[src/rtl/sparce_sasa_table.sv]
// Skip-ahead (SASA) table: config writes stage a PC then commit an entry; every
// cycle the fetch PC is matched against all valid entries and the hit is registered.
module sparce_sasa_table #(
  parameter int          SASA_ENTRIES = 16,
  parameter logic [31:0] SASA_ADDR    = 32'h0000_1000
) (
  input  logic        CLK,
  input  logic        RST,
  input  logic [31:0] pc,
  input  logic        sasa_wen,
  input  logic [31:0] sasa_addr,
  input  logic [31:0] sasa_data,
  output logic [31:0] preceding_pc,
  output logic [4:0]  sasa_rs1,
  output logic [4:0]  sasa_rs2,
  output logic [1:0]  condition,
  output logic [15:0] insts_to_skip,
  output logic        sasa_hit
);
  localparam int IW = (SASA_ENTRIES > 1) ? $clog2(SASA_ENTRIES) : 1;

  typedef struct packed {
    logic [31:0] pc;
    logic [4:0]  rs1;
    logic [4:0]  rs2;
    logic [1:0]  cond;
    logic [15:0] skip;
  } sasa_entry_t;

  logic [SASA_ENTRIES-1:0]               valid_q, valid_d;
  sasa_entry_t [SASA_ENTRIES-1:0]        ent_q, ent_d;
  logic                                  staged_q, staged_d;
  logic [31:0]                           stage_pc_q, stage_pc_d;
  logic [IW-1:0]                         ptr_q, ptr_d;
  sasa_entry_t                           out_q, out_d;
  logic                                  hit_q, hit_d;

  logic [SASA_ENTRIES-1:0] look_hit, cmt_hit;
  sasa_entry_t             new_ent;
  logic                    wr_stage, wr_commit, wr_clear;
  logic                    unused_data;

  assign unused_data = ^sasa_data[15:12];

  // Per-entry comparators: one against the fetch PC, one against the staged PC.
  for (genvar g = 0; g < SASA_ENTRIES; g++) begin : g_ent
    assign look_hit[g] = valid_q[g] && (ent_q[g].pc == pc);
    assign cmt_hit[g]  = valid_q[g] && (ent_q[g].pc == stage_pc_q);
  end

  assign wr_stage  = sasa_wen && (sasa_addr == SASA_ADDR);
  assign wr_commit = sasa_wen && (sasa_addr == SASA_ADDR + 32'd4) && staged_q;
  assign wr_clear  = sasa_wen && (sasa_addr == SASA_ADDR + 32'd8);
  assign new_ent   = '{pc: stage_pc_q, rs1: sasa_data[4:0], rs2: sasa_data[9:5],
                       cond: sasa_data[11:10], skip: sasa_data[31:16]};

  always_comb begin
    valid_d    = valid_q;
    ent_d      = ent_q;
    staged_d   = staged_q;
    stage_pc_d = stage_pc_q;
    ptr_d      = ptr_q;
    hit_d      = |look_hit;
    out_d      = '0;
    // Lookup reads the pre-write table; descending scan leaves the lowest index.
    for (int i = SASA_ENTRIES - 1; i >= 0; i--)
      if (look_hit[i]) out_d = ent_q[i];

    if (wr_stage) begin
      staged_d   = 1'b1;
      stage_pc_d = sasa_data;
    end else if (wr_commit) begin
      staged_d = 1'b0;
      if (|cmt_hit) begin
        for (int i = 0; i < SASA_ENTRIES; i++)
          if (cmt_hit[i]) ent_d[i] = new_ent;
      end else begin
        ent_d[ptr_q]   = new_ent;
        valid_d[ptr_q] = 1'b1;
        ptr_d          = ptr_q + 1'b1;
      end
    end else if (wr_clear) begin
      valid_d  = '0;
      staged_d = 1'b0;
      ptr_d    = '0;
    end
  end

  always_ff @(posedge CLK or posedge RST) begin
    if (RST) begin
      valid_q    <= '0;
      ent_q      <= '0;
      staged_q   <= 1'b0;
      stage_pc_q <= '0;
      ptr_q      <= '0;
      out_q      <= '0;
      hit_q      <= 1'b0;
    end else begin
      valid_q    <= valid_d;
      ent_q      <= ent_d;
      staged_q   <= staged_d;
      stage_pc_q <= stage_pc_d;
      ptr_q      <= ptr_d;
      out_q      <= out_d;
      hit_q      <= hit_d;
    end
  end

  assign preceding_pc  = out_q.pc;
  assign sasa_rs1      = out_q.rs1;
  assign sasa_rs2      = out_q.rs2;
  assign condition     = out_q.cond;
  assign insts_to_skip = out_q.skip;
  assign sasa_hit      = hit_q;
endmodule

[config.mk]
export PLATFORM = sky130hd
export DESIGN_NAME = sparce_sasa_table
export DESIGN_NICKNAME = d
export VERILOG_FILES = /design/src/rtl/sparce_sasa_table.sv
export SDC_FILE = /design/constraint.sdc
export NUM_CORES = 2
export LEC_CHECK = 0
export ABC_AREA = 0
export BUFFER_PORTS_ARGS = -buffer_cell sky130_fd_sc_hd__buf_2
export CAP_MARGIN = 40
export CORE_ASPECT_RATIO = 0.75
export CORE_MARGIN = 3
export CORE_UTILIZATION = 45
export CTS_CLUSTER_SIZE = 16
export DETAILED_ROUTE_END_ITERATION = 16
export SYNTH_ARGS = -nofsm -noshare
export SYNTH_HDL_FRONTEND = slang
export SYNTH_SLANG_ARGS = --single-unit
[constraint.sdc]
create_clock -name CLK -period 37.5 [get_ports CLK]
set_input_delay 5.625 -clock CLK [delete_from_list [all_inputs] [get_ports CLK]]
set_output_delay 5.625 -clock CLK [all_outputs]
set_load 0.01 [all_outputs]
==> After elaboration in Yosys (flattened, before gate mapping) <==
Cells that the tools add are included.
{ "totals": {"ff_bits": 1074, "input_bits": 99, "out_inout_bits": 61, "word_cells": 252} }
{ "op_classes": {"n_addsub": 1, "order_cmp": 2, "n_eq_ne": 52, "muxes": 47, "bitwise_logic": 2, "n_reduce_logical": 58} }
{ "op_table": {"columns": ["operator", "n"], "rows": [
  ["2-to-1 mux 60 bit", 33],
  ["== test 32 bit", 32],
  ["bitwise mux 960 bit", 1],
  ["2-to-1 mux 960 bit", 1],
  ["demux 60 bit (select 4 bit)", 1],
  ["== test 32 x 13 -> 1 bit, second input constant", 3],
  ["AND reduction 3 bit", 17],
  ["2-to-1 mux 16 bit", 3],
  ["logical AND 1 bit", 37],
  ["inequality test 2 bit, second input constant", 17],
  ["OR reduction 16 bit", 2],
  ["bitwise OR 16 bit", 1],
  ["2-to-1 mux 4 bit", 3],
  ["< comparator 4 x 5 -> 1 bit, second input constant", 1],
  ["adder 4 x 1 -> 4 bit, second input constant", 1],
  ["demux 1 bit (select 4 bit)", 1],
  [">= comparator 4 x 1 -> 1 bit, second input constant", 1],
  ["2-to-1 mux 1 bit", 4],
  ["nonzero test 3 bit", 1],
  ["nonzero test 2 bit", 1],
  ["inverter 1 bit", 1]
]} }

==> Logic depth before layout (Yosys ltp) <==
{ "logic_depth": {"depth_word": 18, "depth_mapped": 15, "mapped_depth_nobuf": 9} }

==> Worst setup path before layout <==
Ideal clock, no wire load.
{ "synth_path": {"path_kind": "input -> register", "from": "input pc[18]", "to": "register out_q (netlist bit preceding_pc[28])", "setup_time_ps": 122, "arrival_time_ps": 8135, "t_required_ps": 37378, "path_slack_ps": 29243, "cell_stages": 12, "n_path_buf": 4, "path_cell_list": "buf_2 > buf_2 > xor2_1 > nor4_1 > nand4_1 > or4_1 > clkbuf_1 > clkbuf_1 > o21ai_1 > o2111ai_1 > a311o_1 > o2bb2ai_1"} }
{ "synth_lines": {"columns": ["item", "line_no", "text"], "rows": [
  ["start, declared", "9", "input logic [31:0] pc,"],
  ["end signal, assigned", "104", "out_q <= out_d;"],
  ["end, declared", "35", "sasa_entry_t out_q, out_d;"]
]} }

==> impl_results.md <==
* RSZ-0062 raised after global routing: no
* Status: completed
* Clock latency on the worst-skew pair at about 0.78 ns
* Sw frac at 23.81%
* Worst hold path class: reg2reg
* Synth warn at 0
* Post-layout util at between 50% and 60%
* Int Pwr at roughly 1.9 mW
* Cts repair resizes at 0
* Footprint of the multi-input gates at around 0.034 mm^2
* Final setup fails at 0
* Final-stage net count at between 5k and 6k
* Cell Area, Synth at about 0.064 mm^2
* Post-layout instance area at ~0.070 mm^2
* DR vias at about 50k
* Top Ports at between 150 and 200
* Drt wl/cell at between 40 and 50 um
* Initial antenna violation count at 13
* Top cell type's share of synthesized area at a little over two fifths
* Clock Root Buffer: clkbuf_16
* Global Route Usage Sum at 42.28%
* Critical Path AT at roughly 10 ns
* First-pass GRT wire length at approximately 420000 um
* Htree depth at 3
* Post-Place Cell Area at 0.06591 mm^2
* Initial DRC count at approximately 7.6k
* Clock share of power at 48.6%
* CTS Sinks at around 1.1k
* Ys async rst share at between 90% and 100%
* Longest Clk Path Bufs at 3
* Die height at 332.0 um
* Synthesized area per cell at around 12 um^2
* Register area share after synthesis at a little over two fifths
* Required @ worst endpoint at ~38 ns
* Final Hold Slack at just under 0.5 ns
* Kind of end point of the critical path: flop
* Maxcap violations at 0
* Detail Placement HPWL at approximately 230000 um
* P&R area growth vs syn at 9.687%
* Crit start category: primary input
* Gr ovfl total at 0
* Std-Cell Rows at between 100 and 150
* Commonest non-fill, non-tap cell in the layout: dfrtp_1
* Setup bufs post-CTS at 0
* TritonCTS Buffers at approximately 110
* Largest cells by area after synthesis: dfrtp_1 42%, mux2_2 9.8%, xor2_1 9.7%
* Sw power at around 0.6 mW
* Die X at 440.6 um
* Crit path max fanout at 37
* Leakage at around 35 nW
* Setup TNS at 0 ns
* Setup Crit Path Kind: in2reg
* Primary FF master, synth: dfrtp_1
* Die area at ~0.15 mm^2
* Logic pwr share at under 10%
* Cell accounting for the most synthesized area: dfrtp_1
* Post-Route WL at 315800 um
* Layout cells sized above 1 at between 20% and 30%
* Slew @ Worst Pin at approximately 1.0 ns
* Final Cycle Share at between 20% and 30%
* Post-Route Skew at roughly 0.042 ns
* Starting Density at roughly 46%
* Worst vdd ir at ~0.038 mV
* CTS tree: done
* Slew Limit Fails at 0
* IO Port Bufs at 159
* DRC viols at 0
* Routed Antenna Nets at 0
* Post-synth EDFFs at 0
* Final min period at between 9 and 10 ns
* Commonest cells after routing, fill and taps aside: 1051 x dfrtp_1, 706 x xor2_1, 553 x mux2_2
* Final hold vios at 0
* Yosys reg bits at 1074
* Pwr Total at ~2.5 mW
* Clk pin slew, worst setup/hold paths at 0.06 ns
* HP Start: ent_q[190]$_DFFE_PP0P_
* Slew headroom at between 20 and 30%
* Detailed Routing Iterations Pass 1 at 6
* RR Startpoint: stage_pc_q[10]$_DFFE_PP0P_
* Fmax at 0.1016 GHz
* Hold Path Stages at 1
* Vias per cell at ~6.7
* Largest net degree at the start of global routing at approximately 170
* Mapped Cells at about 5.5k
* PwrDens at 35.05 mW/mm^2
* Worst setup path start: pc[6]
* Reg power frac at a little under half
* # hold bufs at CTS at 0
* Worst r2r path cells at 11
* Synth cell types at 70
* Vias in the first global route at between 40k and 50k
* Core area at about 0.14 mm^2
* Layout filler cell count at ~13k
* Synthesized net count at ~5.6k
* RePlAce Congestion at roughly 1.1
* Reg area at between 0.02 and 0.03 mm^2
-- per-stage QoR --
stage / instances / worst slack [ns]
final: 7456 / 27.66
after global routing: 7447 / 27.24
after CTS: 7435 / 27.76
after detailed placement: 7228 / 26.94
after global placement: 7195 / 26.59
after floorplan: 5538 / 1.641
-- power by group through the flow --
stage / clock network (mW) / registers, mW / logic (mW)
floorplan: 0 / 1.18 / 0.0537
global placement: 0 / 1.18 / 0.0962
detailed placement: 0 / 1.18 / 0.0983
CTS: 1.21 / 1.16 / 0.0986
global route: 1.25 / 1.16 / 0.106
finish: 1.19 / 1.16 / 0.101
-- final cells by class --
cell class              instances  area share [%]
multi-input cells            3924           48.49
flip-flops and latches       1074           38.48
inverters                      27          0.1557
repair buffers                354           3.906
well taps                    1860           3.328
clock buffers                 166           4.829
diodes                         10         0.03578
clock inverters                41          0.7801
-- Yosys cell counts (all sizes together) (3+ instances only) --
master	count
nor3	112
or3b	4
a41o	5
nor2b	8
buf	287
o211ai	59
and3	12
o22ai	4
inv	27
nor4b	11
nand4	143
nand3	64
a21oi	17
nand4b	10
nor2	80
dfrtp	1074
a311o	58
a22oi	57
o221ai	114
a21boi	63
or3	8
nand2b	6
nor4	247
clkbuf	226
nand2	352
o21ai	199
mux2i	179
o21a	3
or4	13
mux2	983
xnor2	308
xor2	706
a41oi	59
a22o	8
ha	4
-- cells by family (layout without fill, tap and decap cells) --
kind of cell             count (synthesis)  in the layout  share of synthesized area (%)
multiplexers                          1162           1162                          22.29
AND/OR/NAND/NOR                       1078           1078                          8.747
flip-flops                            1074           1074                          42.15
XOR/XNOR                              1014           1014                          13.93
AO/OA/AOI/OAI                          666            666                          7.683
buffers and inverters                  540            588                          5.116
adder cells (fa/ha/maj)                  4              4                        0.07850
other                                    0             10                              0
-- metal layers --
layer | vias up | share of wire, % | GRT usage (%) | routed length (um)
met5 | - | 0.12 | 1.777 | 379
met4 | 6 | 2.2 | 8.280 | 6861
met3 | 380 | 16 | 24.51 | 51540
met2 | 3335 | 35 | 50.07 | 111800
met1 | 26240 | 46 | 64.11 | 145200
li1 | 19860 | - | - | -
-- path summary, 6_finish.rpt --
check | end | slack, ns
min in group asynchronous | ent_q[154]$_DFFE_PP0P_ | 5.02
worst max-delay path | preceding_pc[20]$_DFF_PP0_ | 27.66
worst min-delay path | ent_q[190]$_DFFE_PP0P_ | 0.49
max in group asynchronous | stage_pc_q[28]$_DFFE_PP0P_ | 27.87
worst max register to register | ent_q[840]$_DFFE_PP0P_ | 30.85
worst min register to register | ent_q[190]$_DFFE_PP0P_ | 0.49
-- critical path, stage by stage --
cell      delay, ns
buf_2          0.33
xnor2_1        0.76
nand4_1        0.19
nor4_1         0.65
nand3_4        0.48
buf_4          0.38
buf_16         0.23
mux2i_1        0.20
o221ai_1       0.32
o211ai_1       0.20
a311o_1        0.45
a41oi_1        0.51
-- sequential cells by signal (all words and copies together), names as in the netlist --
register / cells
condition: 2
ent_q: 960
insts_to_skip: 16
preceding_pc: 32
ptr_q: 4
sasa_hit: 1
sasa_rs1: 5
sasa_rs2: 5
stage_pc_q: 32
staged_q: 1
valid_q: 16
Note: power is estimated with default switching activity, not from simulation.
